File: config.mk
export PLATFORM = sky130hd
export DESIGN_NAME = quad_decoder
export DESIGN_NICKNAME = d
export VERILOG_FILES = /design/src/rtl/quad_decoder_pkg.sv /design/src/rtl/quad_decoder_debouncer.sv /design/src/rtl/quad_decoder.sv
export SDC_FILE = /design/constraint.sdc
export NUM_CORES = 1
export LEC_CHECK = 0
export CORE_MARGIN = 5
export CORE_UTILIZATION = 55
export DETAILED_ROUTE_END_ITERATION = 10
export GPL_TIMING_DRIVEN = 0
export PLACE_DENSITY = 0.76
export SLEW_MARGIN = 5
export SYNTH_ARGS = -nofsm -noshare
export SYNTH_HDL_FRONTEND = slang
export SYNTH_SLANG_ARGS = --single-unit
File: constraint.sdc
create_clock -name clk -period 2.1 [get_ports clk]
set_input_delay 0.315 -clock clk [delete_from_list [all_inputs] [get_ports clk]]
set_output_delay 0.315 -clock clk [all_outputs]
set_load 0.05 [all_outputs]
File: src/rtl/quad_decoder_pkg.sv
// rtl/quad_decoder_pkg.sv - Gray state, direction enum and transition decode for quad_decoder
package quad_decoder_pkg;

  typedef logic [1:0] gray_t;

  localparam gray_t S00 = 2'b00;
  localparam gray_t S01 = 2'b01;
  localparam gray_t S11 = 2'b11;
  localparam gray_t S10 = 2'b10;

  typedef enum logic [1:0] {FWD, REV, NONE, ILLEGAL} dir_t;

  // Forward order is 00 -> 01 -> 11 -> 10 -> 00; both bits flipping is a lost step.
  function automatic dir_t decode_transition(gray_t prev, gray_t cur);
    dir_t d;
    if (prev == cur) begin
      d = NONE;
    end else if ((prev ^ cur) == 2'b11) begin
      d = ILLEGAL;
    end else begin
      case ({prev, cur})
        {S00, S01}, {S01, S11}, {S11, S10}, {S10, S00}: d = FWD;
        default:                                        d = REV;
      endcase
    end
    return d;
  endfunction

endpackage

File: src/rtl/quad_decoder_debouncer.sv
// rtl/quad_decoder_debouncer.sv - two-flop synchronizer plus stable-count debounce for one encoder pin
module quad_decoder_debouncer #(
  parameter int DEBOUNCE_CYCLES = 4
) (
  input  logic clk,
  input  logic reset_n,
  input  logic pin,
  output logic level
);

  logic       sync1;
  logic       sync2;
  logic [7:0] cnt;

  // The level flips on the edge that would bring the count to DEBOUNCE_CYCLES.
  always_ff @(posedge clk or negedge reset_n) begin
    if (!reset_n) begin
      sync1 <= 1'b0;
      sync2 <= 1'b0;
      level <= 1'b0;
      cnt   <= '0;
    end else begin
      sync1 <= pin;
      sync2 <= sync1;
      if (sync2 == level) begin
        cnt <= '0;
      end else if (cnt == 8'(DEBOUNCE_CYCLES - 1)) begin
        level <= sync2;
        cnt   <= '0;
      end else begin
        cnt <= cnt + 8'd1;
      end
    end
  end

endmodule

File: src/rtl/quad_decoder.sv
// rtl/quad_decoder.sv - quadrature decoder top with modular position; QDEC_FULL_STEP_EN selects full-step detent mode
module quad_decoder
  import quad_decoder_pkg::*;
#(
  parameter int DEBOUNCE_CYCLES = 4,
  parameter int CNT_MODULE      = 16,
  parameter int STEP            = 1
) (
  input  logic                          clk,
  input  logic                          reset_n,
  input  logic                          enc_a,
  input  logic                          enc_b,
  input  logic                          zero,
  output logic                          step_pulse,
  output logic                          reverse,
  output logic                          err,
  output logic [$clog2(CNT_MODULE)-1:0] pos
);

  localparam int PW = $clog2(CNT_MODULE);
  localparam int SW = PW + 1;
  localparam logic [SW-1:0] STEP_W = SW'(STEP);
  localparam logic [SW-1:0] MOD_W  = SW'(CNT_MODULE);
  localparam logic [SW-1:0] BACK_W = SW'(CNT_MODULE - STEP);

  logic    lvl_a;
  logic    lvl_b;
  gray_t   cur;
  gray_t   prev;
  dir_t    dir;
  logic    step_ev;
  logic [SW-1:0] sum;

  quad_decoder_debouncer #(.DEBOUNCE_CYCLES(DEBOUNCE_CYCLES)) u_deb_a (
    .clk(clk), .reset_n(reset_n), .pin(enc_a), .level(lvl_a)
  );

  quad_decoder_debouncer #(.DEBOUNCE_CYCLES(DEBOUNCE_CYCLES)) u_deb_b (
    .clk(clk), .reset_n(reset_n), .pin(enc_b), .level(lvl_b)
  );

  assign cur = {lvl_a, lvl_b};
  assign dir = decode_transition(prev, cur);

`ifdef QDEC_FULL_STEP_EN
  logic signed [2:0] q;
  logic signed [2:0] q_next;
  logic signed [3:0] q_sum;

  // q only ever holds -3..3; the +-4 that marks a full detent is seen in the wider sum.
  always_comb begin
    q_sum   = {q[2], q};
    q_next  = q;
    step_ev = 1'b0;
    if (dir == FWD) begin
      q_sum = q_sum + 4'sd1;
    end else if (dir == REV) begin
      q_sum = q_sum - 4'sd1;
    end
    if (dir == ILLEGAL) begin
      q_next = '0;
    end else if (dir == FWD || dir == REV) begin
      if (cur == S00) begin
        q_next  = '0;
        step_ev = (q_sum == 4'b0100) || (q_sum == 4'b1100);
      end else begin
        q_next = q_sum[2:0];
      end
    end
  end

  always_ff @(posedge clk or negedge reset_n) begin
    if (!reset_n) begin
      q <= '0;
    end else begin
      q <= q_next;
    end
  end
`else
  assign step_ev = (dir == FWD) || (dir == REV);
`endif

  always_comb begin
    sum = {1'b0, pos};
    if (dir == FWD) begin
      sum = {1'b0, pos} + STEP_W;
      if (sum >= MOD_W) begin
        sum = sum - MOD_W;
      end
    end else if (STEP_W > {1'b0, pos}) begin
      sum = {1'b0, pos} + BACK_W;
    end else begin
      sum = {1'b0, pos} - STEP_W;
    end
  end

  always_ff @(posedge clk or negedge reset_n) begin
    if (!reset_n) begin
      prev       <= S00;
      step_pulse <= 1'b0;
      reverse    <= 1'b0;
      err        <= 1'b0;
      pos        <= '0;
    end else begin
      prev       <= cur;
      step_pulse <= step_ev;
      err        <= (dir == ILLEGAL);
      if (step_ev) begin
        reverse <= (dir == REV);
      end
      // zero wins over a simultaneous step; the step still pulses and sets reverse
      if (zero) begin
        pos <= '0;
      end else if (step_ev) begin
        pos <= sum[PW-1:0];
      end
    end
  end

endmodule

# Word level (Yosys, flattened, before mapping)
# Index checks and enable logic that the tools add are counted.
# classes
bitwise,3
mux,12
n_eq_ne,12
n_addsub,6
reduce_logical,6
n_lt_le_gt_ge,2
# ops
op,count
2-to-1 mux 8 bit,4
2-to-1 mux 4 bit,5
"adder 8 x 1 -> 8 bit, second input constant",2
"equality test 8 x 2 -> 1 bit, second input constant",2
"equality test 4 bit, second input constant",2
"subtractor 4 x 1 -> 4 bit, second input constant",2
"adder 4 x 1 -> 5 bit, second input constant",1
"greater-or-equal comparator 5 bit, second input constant",1
"adder 4 bit, second input constant",1
"equality test 2 bit, second input constant",2
"equality test 4 x 1 -> 1 bit, second input constant",1
"equality test 4 x 3 -> 1 bit, second input constant",1
"> comparator 1 x 4 -> 1 bit, first input constant",1
2-to-1 mux 2 bit,2
AND reduction 2 bit,2
OR reduction 4 bit,1
equality test 1 bit,2
"equality test 2 x 1 -> 1 bit, second input constant",1
equality test 2 bit,1
logical NOT 2 bit,1
inverter 1 bit,2
nonzero test 2 bit,1
bitwise XOR 2 bit,1
logical OR 1 bit,1
2-to-1 mux 1 bit,1
# word_totals
input_bits,5
register_bits,31
wordCells,54
out_inout_bits,7

# Depth between registers and ports, before layout
# depth
ltp_word,9
ltp_mapped,7
depth_no_buf,7

# Modules after synthesis
# Synthesis repeated with hierarchy kept, for this count alone.
# unflattened
cells_unflattened,130
hier_area_um2,1473.9
# modules_own_cells
module,cells_per_inst,n_inst,seq_area_each_um2,area_each_um2
quad_decoder_debouncer,44,2,275.3,493.0
quad_decoder,42,1,225.2,488.0

# Worst setup path after synthesis
# No wires, ideal clock.
# synth_timing
kind,reg2reg
from,register u_deb_a.level
to,register pos[3]
path_slack_ps,209
synth_period_minus_slack_ps,1891
stages_incl_launch_ff,8
required_ps,1972
arrival_time_ps,1764
path_buffers,1
setup_time_ps,128
cell_sequence,dfrtp_1 > xor2_1 > inv_1 > ha_1 > clkbuf_1 > nand4b_1 > mux2i_1 > mux2_1
# synth_between
elab_cells_between_ends,18
classes_between,eq/ne (7); mux (6); bitwise (1); reduce/logical (4)
# synth_lines
element,line,rtl
start: declaration,quad_decoder_debouncer.sv:8,output logic level
start signal: assignment,quad_decoder_debouncer.sv:28,level <= sync2;
"equality test 4 x 1 -> 1 bit, or another cell as far along",quad_decoder_pkg.sv:21,"case ({prev, cur})"
OR reduction 4 bit,quad_decoder_pkg.sv:21,
2-to-1 mux 1 bit,quad_decoder_pkg.sv:21,
2-to-1 mux 2 bit,quad_decoder_pkg.sv:18,end else if ((prev ^ cur) == 2'b11) begin
2-to-1 mux 2 bit (*),quad_decoder_pkg.sv:16,if (prev == cur) begin
equality test 2 x 1 -> 1 bit or logical NOT 2 bit (tied branches),quad_decoder.sv:80,assign step_ev = (dir == FWD) || (dir == REV);
logical OR 1 bit (*),quad_decoder.sv:80,
via step_ev,quad_decoder.sv:31,logic step_ev;
nonzero test 2 bit (no source line) (*),-,
end signal: assignment,quad_decoder.sv:115,pos <= sum[PW-1:0];
end: declaration,quad_decoder.sv:17,output logic [$clog2(CNT_MODULE)-1:0] pos
# The timed path passes the listed nets; every way through them passes the cells marked *. The select of a mux whose other input is x is not followed.
# A chain may end at the register's enable or synchronous reset.

# Worst setup path after layout
# Ends and elaborated chain as after synthesis.

==> impl_metrics.prom <==
# TYPE chip_impl_metric gauge
chip_impl_metric{name="reg2reg_slack",unit="ns"} 0.17
chip_impl_metric{name="min_period_over_period",unit="%"} 91.8
chip_impl_metric{name="route.antenna.remaining_nets",unit=""} 0
chip_impl_metric{name="crit_arrival",unit="ns"} 2.14
chip_impl_metric{name="postSynthAreaPerCell",unit="µm²"} 11.3
chip_impl_metric{name="floorplan_die_height",unit="µm"} 60.3
chip_impl_metric{name="grt_first_pass_wirelength",unit="µm"} 3880
chip_impl_info{name="worst_r2r_startpoint",value="u_deb_a.level"} 1
chip_impl_metric{name="layout-area-overhead-vs-synth",unit="%"} 13.1
chip_impl_metric{name="leakage",unit="nW"} 0.715
chip_impl_metric{name="setup_total_negative_slack",unit="ns"} 0
chip_impl_info{name="cts_tree",value="built"} 1
chip_impl_metric{name="synth_seq_area_share",unit="%"} 55.7
chip_impl_metric{name="die-area",unit="µm²"} 3640
chip_impl_info{name="startpoint_type",value="flip-flop"} 1
chip_impl_info{name="r2r_end",value="pos[3]"} 1
chip_impl_metric{name="h-tree-depth",unit=""} 2
chip_impl_metric{name="ctsHoldBuffers",unit=""} 0
chip_impl_metric{name="drive_gt1_share",unit="%"} 8.63
chip_impl_metric{name="synth.net_count",unit=""} 134
chip_impl_info{name="cts_root_buf",value="clkbuf_4"} 1
chip_impl_metric{name="ys_seq_elements",unit=""} 31
chip_impl_metric{name="place.port_buffers",unit=""} 11
chip_impl_metric{name="grt_pass1_vias",unit=""} 937
chip_impl_metric{name="timing.final.hold_violations",unit=""} 0
chip_impl_metric{name="critPathMaxFanout",unit=""} 9
chip_impl_metric{name="placed_cells",unit=""} 164
chip_impl_metric{name="max_slew.worst_pin.slew",unit="ns"} 0.672
chip_impl_metric{name="global_route.overflow_total",unit=""} 0
chip_impl_metric{name="netlist-cell-type-count",unit=""} 24
chip_impl_metric{name="timing.final.max_slew_violations",unit=""} 0
chip_impl_metric{name="design.core.area",unit="µm²"} 2450
chip_impl_metric{name="worst-endpoint-required",unit="ns"} 2.31
chip_impl_metric{name="crit_buf_inv",unit=""} 1
chip_impl_metric{name="drt_pre_antenna_iters",unit=""} 4
chip_impl_info{name="yosys-top-cells-area",value="dfrtp_1 56%, xnor2_1 6.9%, nor2_1 6.2%"} 1
chip_impl_metric{name="r2r_cells",unit=""} 6
chip_impl_metric{name="clock-sinks",unit=""} 31
chip_impl_metric{name="core.rowCount",unit=""} 18
chip_impl_metric{name="initial_core_util",unit="%"} 56.7
chip_impl_metric{name="first_iter_violations",unit=""} 35
chip_impl_metric{name="clock_path_buffers",unit=""} 2
chip_impl_metric{name="fmax",unit="MHz"} 519
chip_impl_metric{name="power-per-cell-area",unit="nW/µm²"} 1490
chip_impl_metric{name="routed-via-count",unit=""} 907
chip_impl_metric{name="timing.final.setup_violations",unit=""} 0
chip_impl_metric{name="die-width",unit="µm"} 60.3
chip_impl_metric{name="slowest_delay",unit="ns"} 0.45
chip_impl_metric{name="instances_no_fill",unit=""} 169
chip_impl_metric{name="total_drc_errors_in_the_routed_layout",unit=""} 0
chip_impl_metric{name="avg_vias_per_cell",unit=""} 5.37
chip_impl_info{name="family_with_the_most_delay_on_the_worst_path",value="multiplexers"} 1
chip_impl_metric{name="finClkSkew",unit="ns"} 0.00373
chip_impl_info{name="end_kind",value="flip-flop"} 1
chip_impl_metric{name="place.gp.congestion",unit=""} 0.823
chip_impl_metric{name="relSlewSlack",unit="%"} 55.2
chip_impl_info{name="unrepaired_setup_endpoints_after_global_routing",value="no"} 1
chip_impl_metric{name="nets",unit=""} 151
chip_impl_metric{name="io_pins",unit=""} 12
chip_impl_info{name="min-delay-path-class",value="input pin to async pin"} 1
chip_impl_metric{name="power.ir.vdd_worst",unit="mV"} 0.982
chip_impl_info{name="critPathKind",value="flip-flop to flip-flop"} 1
chip_impl_info{name="timing.critical_path.cells",value="xor2_1, inv_1, ha_2, nand4b_1, mux2i_1, mux2_1"} 1
chip_impl_metric{name="final_util",unit="%"} 64.2
chip_impl_metric{name="drt-wirelength-per-cell",unit="µm"} 13.5
chip_impl_metric{name="post-synth-top-area-fraction",unit="%"} 55.7
chip_impl_metric{name="syn_inst",unit=""} 123
chip_impl_metric{name="grt_antenna_before_repair",unit=""} 0
chip_impl_metric{name="warnings_from_yosys",unit=""} 0
chip_impl_info{name="run_status",value="finished clean"} 1
chip_impl_metric{name="track_usage",unit="%"} 15.3
chip_impl_metric{name="n_antenna_cell",unit=""} 0
chip_impl_metric{name="netlist_area",unit="µm²"} 1390
chip_impl_metric{name="clkLatencyLatePin",unit="ns"} 0.33
chip_impl_metric{name="clk_pin_slew_worst_paths",unit="ns"} 0.08
chip_impl_metric{name="grt_start_max_net_pins",unit=""} 32
chip_impl_info{name="cp_slowest_cell",value="dfrtp_1"} 1
chip_impl_metric{name="drt-total-wl",unit="µm"} 2280
chip_impl_metric{name="hpwl",unit="µm"} 1690
chip_impl_metric{name="numCtsBuffers",unit=""} 5
chip_impl_info{name="yosysTopAreaCell",value="dfrtp_1"} 1
chip_impl_metric{name="drv_cap",unit=""} 0
chip_impl_metric{name="final_worst_path_period_need",unit="ns"} 1.93
report_power, final:
part	switching, mW	internal, mW
logic	0.671	0.517
registers	0.118	0.738
clock network	0.177	0.119
total	0.967	1.37
registers in the layout, indices dropped and copies added, names as in the netlist, 2 cells and up:
name         flops
pos              4
prev             2
u_deb_b.cnt      8
u_deb_a.cnt      8
how the worst max path moves through the flow:
| stage | startpoint | end | slack, ns | cells after the start |
|---|---|---|---|---|
| after floorplan | u_deb_a.level | pos[3] | 0.21 | 7 |
| after global placement | u_deb_a.level | pos[3] | 0.07 | 7 |
| after detailed placement | u_deb_a.level | pos[3] | -0.06 | 7 |
| after CTS | u_deb_a.level | pos[3] | 0.09 | 6 |
| after global routing | u_deb_a.level | pos[3] | 0.02 | 6 |
| final | u_deb_a.level | pos[3] | 0.17 | 6 |
Yosys cell counts:
cell type   n
dfrtp_1    31
nor2_1     23
xnor2_1    11
xor2_1      8
inv_1       7
ha_1        6
nand2_1     6
nand3_1     6
mux2_2      3
mux2i_1     3
nor3_1      3
and3_1      2
mux2_1      2
nor2b_1     2
a211oi_1    1
a21oi_1     1
a31oi_4     1
and4b_1     1
clkbuf_1    1
nand2b_1    1
nand4_1     1
nand4b_1    1
nor4b_1     1
or2_2       1
layout by cell type (no fill, tap or decap):
cell and count:
a211oi_1 1, a21oi_1 1, a31oi_4 1, and3_1 2
and4b_1 1, buf_2 1, clkbuf_1 1, clkbuf_4 5
clkdlybuf4s50_1 10, dfrtp_1 31, ha_1 5, ha_2 1
inv_1 7, mux2_1 2, mux2_2 3, mux2i_1 3
nand2_1 6, nand2b_1 1, nand3_1 6, nand4_1 1
nand4b_1 1, nor2_1 23, nor2b_1 2, nor3_1 3
nor4b_1 1, or2_2 1, xnor2_1 11, xor2_1 8
final cells by class:
cell class                 instances  area (µm²)
multi-input combinational         84         589
tap                               30        37.5
timing repair buffer              11         105
sequential                        31         776
clock buffer                       6        41.3
fill                             200         880
inverter                           7        26.3
what timing repair did:
| action | 4_1_cts | 5_1_grt |
|---|---|---|
| gates resized for setup | 0 | 1 |
| endpoints found under the setup margin | 1 | 1 |
| buffers inserted | 0 | 0 |
cells by family (layout without fill, tap and decap cells):
kind of cell	Yosys count	in the layout	share of synthesized area (%)
and+or+nand+nor	48	48	16.2
DFF	31	31	55.7
xor gates and xnor gates	19	19	11.9
muxes	8	8	6.20
buffers and inverters	8	24	2.16
adders and majority gates	6	6	5.39
AOI/OAI and AO/OA	3	3	2.43
through the flow:
stage,hold slack [ns],setup WS (ns),power (mW),cell area [µm²]
global route,0.0582,0.0210,2.51,1580
floorplan,0.0194,0.209,1.77,1390
finish,0.0160,0.172,2.34,1580
global placement,0.332,0.0712,1.99,1540
CTS,0.356,0.0887,2.37,1580
detailed placement,0.336,-0.0589,2.07,1540
routing by layer:
metal	up-vias	track usage, %	share of wire, %
li1	435	-	-
met1	439	16.2	42
met2	25	25.2	49
met3	8	4.75	6.3
met4	0	12.0	2.9
met5	-	0	0
worst register-to-register path: stages (launching register included):
cell	delay [ns]
dfrtp_1	0.45
xor2_1	0.23
inv_1	0.07
ha_2	0.42
nand4b_1	0.12
mux2i_1	0.17
mux2_1	0.34
Note: power is estimated with default switching activity, not from simulation.
